**config.mk**
```make
export PLATFORM = sky130hd
export DESIGN_NAME = fpu_issue_scheduler
export DESIGN_NICKNAME = d
export VERILOG_FILES = /design/src/rtl/fpu_issue_scheduler.sv
export SDC_FILE = /design/constraint.sdc
export NUM_CORES = 1
export LEC_CHECK = 0
export CAP_MARGIN = 0
export CORE_MARGIN = 1.5
export CORE_UTILIZATION = 40
export CTS_CLUSTER_DIAMETER = 40
export DETAILED_ROUTE_END_ITERATION = 7
export GPL_TIMING_DRIVEN = 0
export PLACE_DENSITY_LB_ADDON = 0.1
export REMOVE_ABC_BUFFERS = 1
export SLEW_MARGIN = 20
export SYNTH_ARGS = -nofsm -noshare
export SYNTH_HDL_FRONTEND = slang
export SYNTH_SLANG_ARGS = --single-unit
```
**constraint.sdc**
```tcl
create_clock -name clk -period 4.3 [get_ports clk]
set_input_delay 0.645 -clock clk [delete_from_list [all_inputs] [get_ports clk]]
set_output_delay 0.645 -clock clk [all_outputs]
set_load 0.01 [all_outputs]
```
**src/rtl/fpu_issue_scheduler.sv**
```systemverilog
`default_nettype none
// +------------------------------------------------------------------------+
// | Module      : fpu_issue_scheduler                                      |
// | Description : Issue sequencer for the shared, non-pipelined FPU.       |
// |               Tracks a per-register busy scoreboard over the 32 FP     |
// |               registers. Raises the ID stall on RAW/WAW hazards, on    |
// |               FPU structural conflicts and on write-port starvation.   |
// |               Arbitrates the FP regfile write port between the WB      |
// |               stage and the buffered FPU result.                       |
// | Option      : FPU_PERF_CNT_EN adds the perf_stall and perf_issue       |
// |               free-running counters.                                   |
// | Revision    : 1.0 - initial release                                    |
// +------------------------------------------------------------------------+
module fpu_issue_scheduler #(
  parameter int ADD_LAT       = 4,
  parameter int MUL_LAT       = 6,
  parameter int DIV_LAT       = 20,
  parameter int WB_STARVE_MAX = 4
) (
  input  logic       clk,
  input  logic       rst_n,
  input  logic       id_fpu_op,
  input  logic [1:0] id_op,
  input  logic [4:0] id_Fs,
  input  logic [4:0] id_Ft,
  input  logic [4:0] id_Fd,
  input  logic       id_use_Fs,
  input  logic       id_use_Ft,
  input  logic       id_def_Fd,
  input  logic       flush,
  input  logic       pipe_fp_write,
  input  logic [4:0] pipe_fp_dst,
  output logic       fpu_start,
  output logic [1:0] fpu_op,
  output logic       fpu_capture,
  output logic       wb_en,
  output logic       wb_sel,
  output logic [4:0] wb_dst,
  output logic       stall,
`ifdef FPU_PERF_CNT_EN
  output logic       fpu_busy,
  output logic [31:0] perf_stall,
  output logic [15:0] perf_issue
`else
  output logic       fpu_busy
`endif
);

  // Wait counter only needs to reach WB_STARVE_MAX, where it saturates.
  localparam int WAIT_W = (WB_STARVE_MAX < 2) ? 1 : $clog2(WB_STARVE_MAX + 1);
  localparam logic [WAIT_W-1:0] WAIT_MAX = WAIT_W'(WB_STARVE_MAX);

  // Counter preload is LAT-1 so fpu_capture lands exactly LAT cycles after fpu_start.
  localparam logic [5:0] ADD_CNT = 6'(ADD_LAT - 1);
  localparam logic [5:0] MUL_CNT = 6'(MUL_LAT - 1);
  localparam logic [5:0] DIV_CNT = 6'(DIV_LAT - 1);

  typedef enum logic [1:0] {
    S_IDLE = 2'd0,
    S_EXEC = 2'd1,
    S_WB   = 2'd2
  } state_t;

  state_t            state_q, state_d;
  logic [31:0]       busy_q, busy_d;
  logic [5:0]        cnt_q, cnt_d;
  logic [WAIT_W-1:0] wait_q, wait_d;
  logic [4:0]        pend_dst_q, pend_dst_d;
  logic [1:0]        op_q, op_d;

  logic              starve;
  logic              haz;
  logic              issue;
  logic [5:0]        lat_cnt;

  // Hazard detection, stall generation and the issue condition.
  always_comb begin
    starve = (state_q == S_WB) && (wait_q >= WAIT_MAX);
    haz    = (id_use_Fs & busy_q[id_Fs])
           | (id_use_Ft & busy_q[id_Ft])
           | (id_def_Fd & busy_q[id_Fd])
           | (id_fpu_op & (state_q != S_IDLE))
           | starve;
    stall  = haz & ~flush;
    issue  = id_fpu_op & ~haz & ~flush & (state_q == S_IDLE);
  end

  // Latency preload selected by the ID op code; reserved op 3 is timed as an add.
  always_comb begin
    lat_cnt = ADD_CNT;
    case (id_op)
      2'd1:    lat_cnt = MUL_CNT;
      2'd2:    lat_cnt = DIV_CNT;
      default: lat_cnt = ADD_CNT;
    endcase
  end

  // Next-state logic, scoreboard updates and write-port arbitration.
  always_comb begin
    state_d     = state_q;
    busy_d      = busy_q;
    cnt_d       = cnt_q;
    wait_d      = wait_q;
    pend_dst_d  = pend_dst_q;
    op_d        = op_q;
    fpu_start   = 1'b0;
    fpu_op      = op_q;
    fpu_capture = 1'b0;
    wb_en       = pipe_fp_write;
    wb_sel      = 1'b0;
    wb_dst      = pipe_fp_dst;

    case (state_q)
      S_IDLE: begin
        if (issue) begin
          fpu_start         = 1'b1;
          fpu_op            = id_op;
          op_d              = id_op;
          pend_dst_d        = id_Fd;
          busy_d[id_Fd]     = 1'b1;
          cnt_d             = lat_cnt;
          state_d           = S_EXEC;
        end
      end
      S_EXEC: begin
        if (cnt_q != 6'd0) begin
          cnt_d = cnt_q - 6'd1;
        end else begin
          fpu_capture = 1'b1;
          state_d     = S_WB;
        end
      end
      S_WB: begin
        // The pipeline keeps the port while it writes; the FPU result waits.
        if (pipe_fp_write) begin
          if (wait_q < WAIT_MAX) begin
            wait_d = wait_q + 1'b1;
          end
        end else begin
          wb_en              = 1'b1;
          wb_sel             = 1'b1;
          wb_dst             = pend_dst_q;
          busy_d[pend_dst_q] = 1'b0;
          wait_d             = '0;
          state_d            = S_IDLE;
        end
      end
      default: begin
        state_d = S_IDLE;
      end
    endcase
  end

  assign fpu_busy = (state_q != S_IDLE);

  // State, scoreboard and counters; reset discards any in-flight op.
  always_ff @(posedge clk or negedge rst_n) begin
    if (!rst_n) begin
      state_q    <= S_IDLE;
      busy_q     <= '0;
      cnt_q      <= '0;
      wait_q     <= '0;
      pend_dst_q <= '0;
      op_q       <= '0;
    end else begin
      state_q    <= state_d;
      busy_q     <= busy_d;
      cnt_q      <= cnt_d;
      wait_q     <= wait_d;
      pend_dst_q <= pend_dst_d;
      op_q       <= op_d;
    end
  end

`ifdef FPU_PERF_CNT_EN
  logic [31:0] perf_stall_q, perf_stall_d;
  logic [15:0] perf_issue_q, perf_issue_d;

  // Free-running, wrapping event counters.
  always_comb begin
    perf_stall_d = perf_stall_q + {31'd0, stall};
    perf_issue_d = perf_issue_q + {15'd0, fpu_start};
  end

  // Performance counter registers.
  always_ff @(posedge clk or negedge rst_n) begin
    if (!rst_n) begin
      perf_stall_q <= '0;
      perf_issue_q <= '0;
    end else begin
      perf_stall_q <= perf_stall_d;
      perf_issue_q <= perf_issue_d;
    end
  end

  assign perf_stall = perf_stall_q;
  assign perf_issue = perf_issue_q;
`endif

endmodule
`default_nettype wire

```
==> impl_summary.md, run 1 <==
Outcome
The run finished with clean final reports.

GRT
The initial antenna violation count was 0. In the global route stage, overall resource usage came out at 0.205. The total congestion overflow after global routing is 0. The number of global-route vias before repair is 2628.

The first-pass GRT wire length is 13800 um. The pin count of the biggest net entering global routing is 51.

Clock network
The clock slew at the register clock pins of the worst setup and hold paths is 80 ps. TritonCTS built the clock tree. The CTS sink count is 50. The number of buffers inserted during clock tree synthesis is 5. In this run the number of H-tree levels came out at 2. The worst-case clock buffer depth is 2. The hold-fix buffer count after cts is 0. The source-to-sink clock delay at the later pin of the worst-skew pair is 300 ps. The root buffer cell chosen for the clock tree is sky130_fd_sc_hd__clkbuf_8.

Placement
Timing analysis after detailed placement gives a worst setup slack of -938 ps. The final estimated routing congestion in global placement is 0.837. The port buffer count is 42. The number of placed instances, taps included, is 434.

The post-DP HPWL is 6090 um.

Die
The die is 93.5 um wide. The number of primary I/O pins is 43. Row generation in the floorplan step produced 32 rows.

The total die area is 8740 um2. The initial core utilization is 0.420. The area of the core is 7810 um2. The die is 93.5 um tall.

Timing
The worst clock skew on the final layout is 6.02 ps. Setup repair after global routing left no endpoint under its margin. The worst slew margin relative to its limit is 0.508. For the pin with the worst max-slew slack, the measured transition is 735 ps. The final setup violation count is 0. Of the available clock period, the critical path in the final layout requires 0.980.

The number of endpoints with negative hold slack in the final report was 0. Timing would allow up to 237 MHz. Setup slack closes at 86.1 ps. The number of slew-limit violations in the final report is 0. The post-route minimum period is 4210 ps.

Synth
Counting flops with a built-in enable in the synthesized netlist gives 0. The post-synthesis cell type count is 47. The mean cell area of the mapped netlist is 10.5 um2.

In this run, synthesis produced a sequential element count of 50. In the synthesized netlist the dominant register cell turns out to be sky130_fd_sc_hd__dfrtp_1. The multiplexer share of the synthesized area is 0.217. By area, the combinational part of the netlist is dominated by multiplexers. The share of the Yosys chip area taken by registers is 0.382. The area fraction in compound gates after synthesis is 0.202.

The number of instances in the synthesized netlist is 313. Of the total synthesized cell area, the portion taken by XOR and XNOR cells is 0.00535. The simple-gate portion of the synthesized area is 0.141. In the synthesized netlist the async set-or-reset flop fraction comes to 1.00. The adder-cell share of the synthesized area is 0.00764.

During synthesis, Yosys emitted a total of 0 warnings. The cell area after synthesis is 3280 um2.

Detailed routing
The routed metal-1 wirelength is 3870 um. The detailed-route wire length per cell is 19.0 um. The final route contains 2724 vias. The violation count after the first detailed-route iteration is 182. Wire segments on met3 add up to 432 um in the final route. The first detailed-routing pass took 4 iterations. In the routed design, unresolved DRC markers number 0. After detailed routing, the met2 layer carries 4080 um of wire.

The ratio of routed vias to standard cells is 6.09. The routed design has 8490 um of wire. The remaining antenna violation count is 0. The detailed router used layers up to and including met4.

Critical path
The kind of critical path is input port to primary output. The cell type with the highest occurrence count on the critical path is sky130_fd_sc_hd__clkdlybuf4s50_1. The worst-path maximum fanout is 19. The worst setup path is launched from an input port.

The register-to-register setup slack is 1360 ps. The buffering stage count on the worst path with inverters included is 3. The signal arrival time at the worst endpoint is 3570 ps. The maximum cell stage delay along the critical path is 640 ps.

Data on the critical path is required at its endpoint by 3650 ps. The signal on the critical path passes through clkdlybuf4s50_1, or3b_2, o22ai_1, nor4_1, nand2b_1, a311oi_4, buf_6, nand2_8, mux2_2, clkdlybuf4s50_1. The reg-to-reg critical path startpoint is busy_q[6]. The worst register-to-register path ends at pend_dst_q[4]. The kind of cell with the highest combined delay on the critical path is buffers and inverters. On the critical path, the stage with the largest delay is an instance of sky130_fd_sc_hd__clkdlybuf4s50_1. The count of cells along the worst register-to-register path is 9. STA classifies the critical path endpoint as a primary output.

Run
Across the run, the number of max-cap violations was 0.

Pwr
The leakage power summed over all cells is 1.55 nW. The power density over the cells is 417 nW/um2. VDD sags by at most 213 uV. Of the total power, registers draw 0.468. The switching share of total power is 0.366.

The fraction of power consumed by the clock network is 0.169. The net switching power is 0.588 mW. The part of the power in combinational logic is 0.364. The internal power of the cells totals 1.02 mW.

Cells and area
The final instance count without filler cells is 447. In the final design database the tool counted 378 nets. The sequential cells in the finished layout cover a total of 1250 um2.

The fraction of layout instances using a drive strength above 1 is 0.162. The number of fill cells in the layout is 743. The total area of multi-input combinational cells is 1910 um2.

Leaving out fill and tap cells, the most frequent cells in the layout are sky130_fd_sc_hd__dfrtp_1 (50), sky130_fd_sc_hd__o21ai_0 (37), sky130_fd_sc_hd__o31ai_1 (33), sky130_fd_sc_hd__clkdlybuf4s50_1 (33), sky130_fd_sc_hd__mux2i_1 (26). 0 antenna diodes ended up in the layout. Leaving out fill and tap cells, the most frequent cell in the layout is sky130_fd_sc_hd__dfrtp_1. Compared with the post-synthesis result, the final layout area differs by 17.7%.

Worst hold path
The class of the most critical hold timing path is input port to asynchronous set/reset pin.
-- worst max path at each step --
stage,startpoint,to,cells after the start
after floorplan,id_Ft[0],fpu_op[0],7
final,id_Fd[2],fpu_op[1],10
after global routing,id_Fd[4],fpu_op[0],10
after CTS,id_Fs[1],fpu_op[0],10
after global placement,id_Fd[1],fpu_start,9
after detailed placement,id_Fd[1],fpu_start,9
-- registers in the layout, summed over array words and instances, names as in the netlist --
signal,count
busy_q,32
cnt_q,6
pend_dst_q,5
wait_q,3
op_q,2
state_q,2
-- synth_stat cells (all sizes together), types with 4 or more instances --
| cell | number | area share |
|---|---|---|
| dfrtp | 50 | 0.38 |
| a21oi | 4 | 0.0061 |
| o22ai | 9 | 0.017 |
| nor2 | 14 | 0.016 |
| or3b | 5 | 0.013 |
| inv | 6 | 0.0069 |
| buf | 10 | 0.017 |
| mux4 | 13 | 0.093 |
| mux2i | 26 | 0.079 |
| nand3 | 8 | 0.012 |
| nand3b | 9 | 0.021 |
| nand2 | 13 | 0.017 |
| o21ai | 37 | 0.057 |
| nand2b | 7 | 0.013 |
| clkbuf | 13 | 0.021 |
| nor2b | 5 | 0.0095 |
| mux2 | 13 | 0.045 |
| o31ai | 33 | 0.076 |
-- power by group through the flow --
| stage | combinational, mW | sequential (mW) | clock, mW |
|---|---|---|---|
| after global placement | 0.556 | 0.754 | 0 |
| after global routing | 0.647 | 0.772 | 0.294 |
| after detailed placement | 0.564 | 0.757 | 0 |
| final | 0.584 | 0.751 | 0.271 |
| after floorplan | 0.392 | 0.698 | 0 |
| after CTS | 0.582 | 0.748 | 0.278 |
-- cells by family after synthesis --
logic type,after synthesis
mux,52
buf+inv,29
simple gates,79
fa+ha+maj,2
compound gates,99
flops,50
xor+xnor,2
-- worst register-to-register path: cells and delay by family, from the launching register on --
kind | cells | cell delay, ps
buf+inv | 2 | 390
mux | 2 | 810
simple gates | 3 | 650
compound gates | 2 | 560
flops | 1 | 420
-- what timing repair did --
action | CTS | global route
endpoints found under the setup margin | 4 | 3
buffers inserted | 2 | 4
gates resized for setup | 22 | 6
gates cloned | 1 | 0
pin swaps | 1 | 0
-- per-layer routing --
| metal | GRT usage | vias up |
|---|---|---|
| met5 | 0 | - |
| met4 | 0.0543 | 0 |
| met3 | 0.0220 | 9 |
| met2 | 0.340 | 79 |
| met1 | 0.285 | 1357 |
| li1 | - | 1279 |
-- final cells by class --
class / count / area share
inverter: 6 / 0.00649
clock buffer: 6 / 0.0214
tap: 102 / 0.0331
multi-input combinational: 235 / 0.496
timing repair buffer: 48 / 0.119
sequential: 50 / 0.325
-- stage by stage --
step,power (mW),utilization,cell area [um2],hold slack [ps],TNS [ps]
after global routing,1.71,0.494,3850,405,0
final,1.61,0.494,3850,358,0
after global placement,1.31,0.474,3700,473,-3800
after detailed placement,1.32,0.473,3700,486,-3970
after floorplan,1.09,-,3150,349,0
after CTS,1.61,0.488,3810,388,0
Power figures use the tool's default switching activity.
==> run 2, diff against run 1 <==
--- a/config.mk
+++ b/config.mk
@@ -12,6 +12,7 @@
 export DETAILED_ROUTE_END_ITERATION = 7
 export GPL_TIMING_DRIVEN = 0
 export PLACE_DENSITY_LB_ADDON = 0.1
+export RECOVER_POWER = 25
 export REMOVE_ABC_BUFFERS = 1
 export SLEW_MARGIN = 20
 export SYNTH_ARGS = -nofsm -noshare
==> constraint.sdc (replaced) <==
create_clock -name clk -period 3.79 [get_ports clk]
set_input_delay 0.5685 -clock clk [delete_from_list [all_inputs] [get_ports clk]]
set_output_delay 0.5685 -clock clk [all_outputs]
set_load 0.01 [all_outputs]
==> impl_summary.md, run 2 (synthesis gave the netlist of run 1 again) <==
Outcome
The run finished, with violations left. The final reports fail on capacitance limit, slew limit.

Placement
The cell area after placement came to 3700 um2 (unchanged). The post-placement worst setup slack is -1290 ps (-357 ps). The number of cells after detailed placement came to 434 (unchanged). The post-DP HPWL came to 6090 um (unchanged).

The port buffer count is 42 (unchanged). The final estimated routing congestion in global placement is 0.837 (unchanged).

Timing
The worst slew margin relative to its limit is -0.793 (-1.30). The worst setup margin is 85.0 ps (-1.09 ps). Based on the critical path, the design can be clocked at up to 270 MHz. The number of endpoints with negative hold slack in the final report is 0 (unchanged). The final worst hold slack is 496 ps (+138 ps). Setup repair after global routing left no endpoint under its margin. The worst clock skew on the final layout is 7.21 ps (+1.19 ps). The final setup violation count was 0 (unchanged). The number of slew-limit violations in the final report is 51 (+51). The clock period could shrink to 3710 ps. Of the available clock period, the critical path in the final layout requires 0.978. The slew at the pin closest to its max-slew limit is 2690 ps (+1950 ps).

Clock network
The worst-case clock buffer depth is 2 (unchanged). The hold-fix buffer count after cts is 0 (unchanged). The source-to-sink clock delay at the later pin of the worst-skew pair is 300 ps (about the same). The number of buffers inserted during clock tree synthesis is 5 (unchanged). TritonCTS built the clock tree. The CTS sink count came to 50 (unchanged).

Clock tree synthesis selected as its root buffer the cell sky130_fd_sc_hd__clkbuf_8. The clock slew at the register clock pins of the worst setup and hold paths is 80 ps (about the same). The number of levels in the clock H-tree came to 2 (unchanged).

Cells and area
The commonest non-fill, non-tap cell in the layout is sky130_fd_sc_hd__dfrtp_1. The number of fill cells in the layout was 738 (-0.67%). The fraction of layout instances using a drive strength above 1 is 0.164 (+0.00195). The number of nets at the end of the flow is 380 (+0.53%). The total area of multi-input combinational cells is 1910 um2 (+0.20%). The largest registers in the layout are busy_q (32), cnt_q (6), pend_dst_q (5).

Leaving out fill and tap cells, the most frequent cells in the layout are sky130_fd_sc_hd__dfrtp_1 (50), sky130_fd_sc_hd__o21ai_0 (37), sky130_fd_sc_hd__o31ai_1 (33), sky130_fd_sc_hd__clkdlybuf4s50_1 (27), sky130_fd_sc_hd__mux2i_1 (26). The final non-filler cell area came to 3870 um2 (+0.45%). The storage element area is 1250 um2 (unchanged). The flip-flop count of the largest register, all copies and words added came to 32 (unchanged). The antenna cell count was 0 (unchanged). The register ranked first by flip-flop count is busy_q.

The final instance count without filler cells is 449 (+0.45%). The area growth from synthesis to layout is 18.2%.

Die
The number of primary I/O pins is 43 (unchanged). The initial core utilization is 0.420 (unchanged). The floorplan row count came to 32 (unchanged). The area of the core is 7810 um2 (unchanged). The die height is 93.5 um (unchanged). The total die area came to 8740 um2 (unchanged). The overall die width came to 93.5 um (unchanged).

Pwr
The overall power consumption was 1.83 mW (+14%). The power density over the cells is 472 nW/um2 (+13%). The maximum vdd drop is 250 uV (+17%). The leakage power summed over all cells is 1.58 nW (+1.9%).

GRT
The overall track demand over capacity in global routing is 0.209 (+0.00347). The first-pass GRT wire length was 14000 um (+1.0%). The initial antenna violation count was 0 (unchanged). The pin count of the biggest net entering global routing is 51 (unchanged).

The number of global-route vias before repair came to 2638 (+0.38%). The total congestion overflow after global routing is 0 (unchanged).

Detailed routing
The violation count after the first detailed-route iteration was 186 (+2.2%). The total vias in the final route is 2742 (+0.66%). The ratio of routed vias to standard cells came to 6.11 (+0.21%). The total routed wirelength is 8660 um (+2.0%). The remaining antenna violation count is 0 (unchanged).

The detailed-route wire length per cell came to 19.3 um (+1.6%). The number of remaining DRC errors is 0 (unchanged). The number of detailed-route iterations in the first pass is 5 (+1).

Run
The number of max-capacitance violations reported is 1 (+1).

Critical path
The register-to-register setup slack was 730 ps (-630 ps). The worst-path maximum fanout is 9 (-10). The signal arrival time at the worst endpoint is 3140 ps (-430 ps). STA classifies the critical path endpoint as a primary output. The sort of element at the start of the critical path is an input port.

The critical path is of the input port to primary output type. The count of cells along the worst register-to-register path is 11 (+2). The required time at the endpoint of the critical path is 3220 ps (-430 ps). In this run the critical register-to-register path is captured at pend_dst_q[4].

The startpoint identified for the worst register-to-register timing path is busy_q[6].

Worst hold path
The path class of the tightest hold or removal check is flop to flop. The number of cells on the worst hold path is 1. The path with the worst hold slack has its endpoint at op_q[0]. The worst hold path begins at op_q[0].
==> run 2: cell types whose count changed in the layout (fill, tap and decap cells not counted) <==
cell and delta:
sky130_fd_sc_hd__inv_4 -1, sky130_fd_sc_hd__clkbuf_2 -1, sky130_fd_sc_hd__clkdlybuf4s18_2 +1, sky130_fd_sc_hd__dlygate4sd2_1 +6, sky130_fd_sc_hd__inv_8 +1, sky130_fd_sc_hd__buf_4 +1, sky130_fd_sc_hd__clkdlybuf4s50_1 -6, sky130_fd_sc_hd__mux2_4 +1
sky130_fd_sc_hd__mux2_2 -1, sky130_fd_sc_hd__clkbuf_1 +1
==> run 2: through the flow <==
step,TNS (ps),utilization
global route,0,0.496
CTS,0,0.494
floorplan,0,-
detailed placement,-18740,0.473
finish,0,0.496
global placement,-17390,0.474
==> run 2: critical path, stage by stage <==
cell,delay [ps]
sky130_fd_sc_hd__buf_4,150
sky130_fd_sc_hd__mux4_2,500
sky130_fd_sc_hd__nand3_1,80
sky130_fd_sc_hd__or4b_1,440
sky130_fd_sc_hd__o221a_2,270
sky130_fd_sc_hd__a311oi_4,270
sky130_fd_sc_hd__buf_6,170
sky130_fd_sc_hd__nand2_8,60
sky130_fd_sc_hd__mux2_4,330
sky130_fd_sc_hd__dlygate4sd2_1,280
==> run 2: layout make-up <==
class | instances | share of cell area
tap | 102 | 0.0330
timing repair buffer | 50 | 0.121
inverter | 6 | 0.00775
sequential | 50 | 0.323
clock buffer | 6 | 0.0213
multi-input combinational | 235 | 0.494
==> run 2: worst max path at each step <==
| stage | from | endpoint | slack (ps) | cells after the start |
|---|---|---|---|---|
| floorplan | id_Ft[0] | fpu_op[0] | 480 | 7 |
| global placement | id_Fd[1] | fpu_start | -1280 | 9 |
| detailed placement | id_Fd[1] | fpu_start | -1290 | 9 |
| CTS | id_Ft[0] | fpu_op[0] | 20 | 10 |
| global route | id_Fs[0] | fpu_op[0] | 0.9 | 10 |
| finish | id_Ft[0] | fpu_op[0] | 80 | 10 |
==> run 2: timing repair <==
action / 4_1_cts / 5_1_grt
cloned: 1 / 0
pin swaps: 1 / 1
endpoints found under the setup margin: 15 / 3
resized for setup: 35 / 3
hold endpoints to repair: 0 / 0
setup buffers: 7 / 1
==> run 2: power breakdown <==
part / internal (mW) / total (mW) / switching, mW
Clock: 0.141 / 0.307 / 0.166
Combinational: 0.342 / 0.668 / 0.326
Sequential: 0.671 / 0.853 / 0.182
==> run 2: layer usage <==
metal	wire length, um	track usage	share of wire
met1	3970	0.286	0.46
met2	4250	0.351	0.49
met3	355	0.0220	0.041
met4	90	0.0543	0.010
met5	0	0	0
==> run 3, diff against run 2 <==
--- a/config.mk
+++ b/config.mk
@@ -14,6 +14,7 @@
 export PLACE_DENSITY_LB_ADDON = 0.1
 export RECOVER_POWER = 25
 export REMOVE_ABC_BUFFERS = 1
+export SKIP_LAST_GASP = 1
 export SLEW_MARGIN = 20
 export SYNTH_ARGS = -nofsm -noshare
 export SYNTH_HDL_FRONTEND = slang
==> results of run 3 <==
Final layout, timing and power as in run 2 (identical DEF).
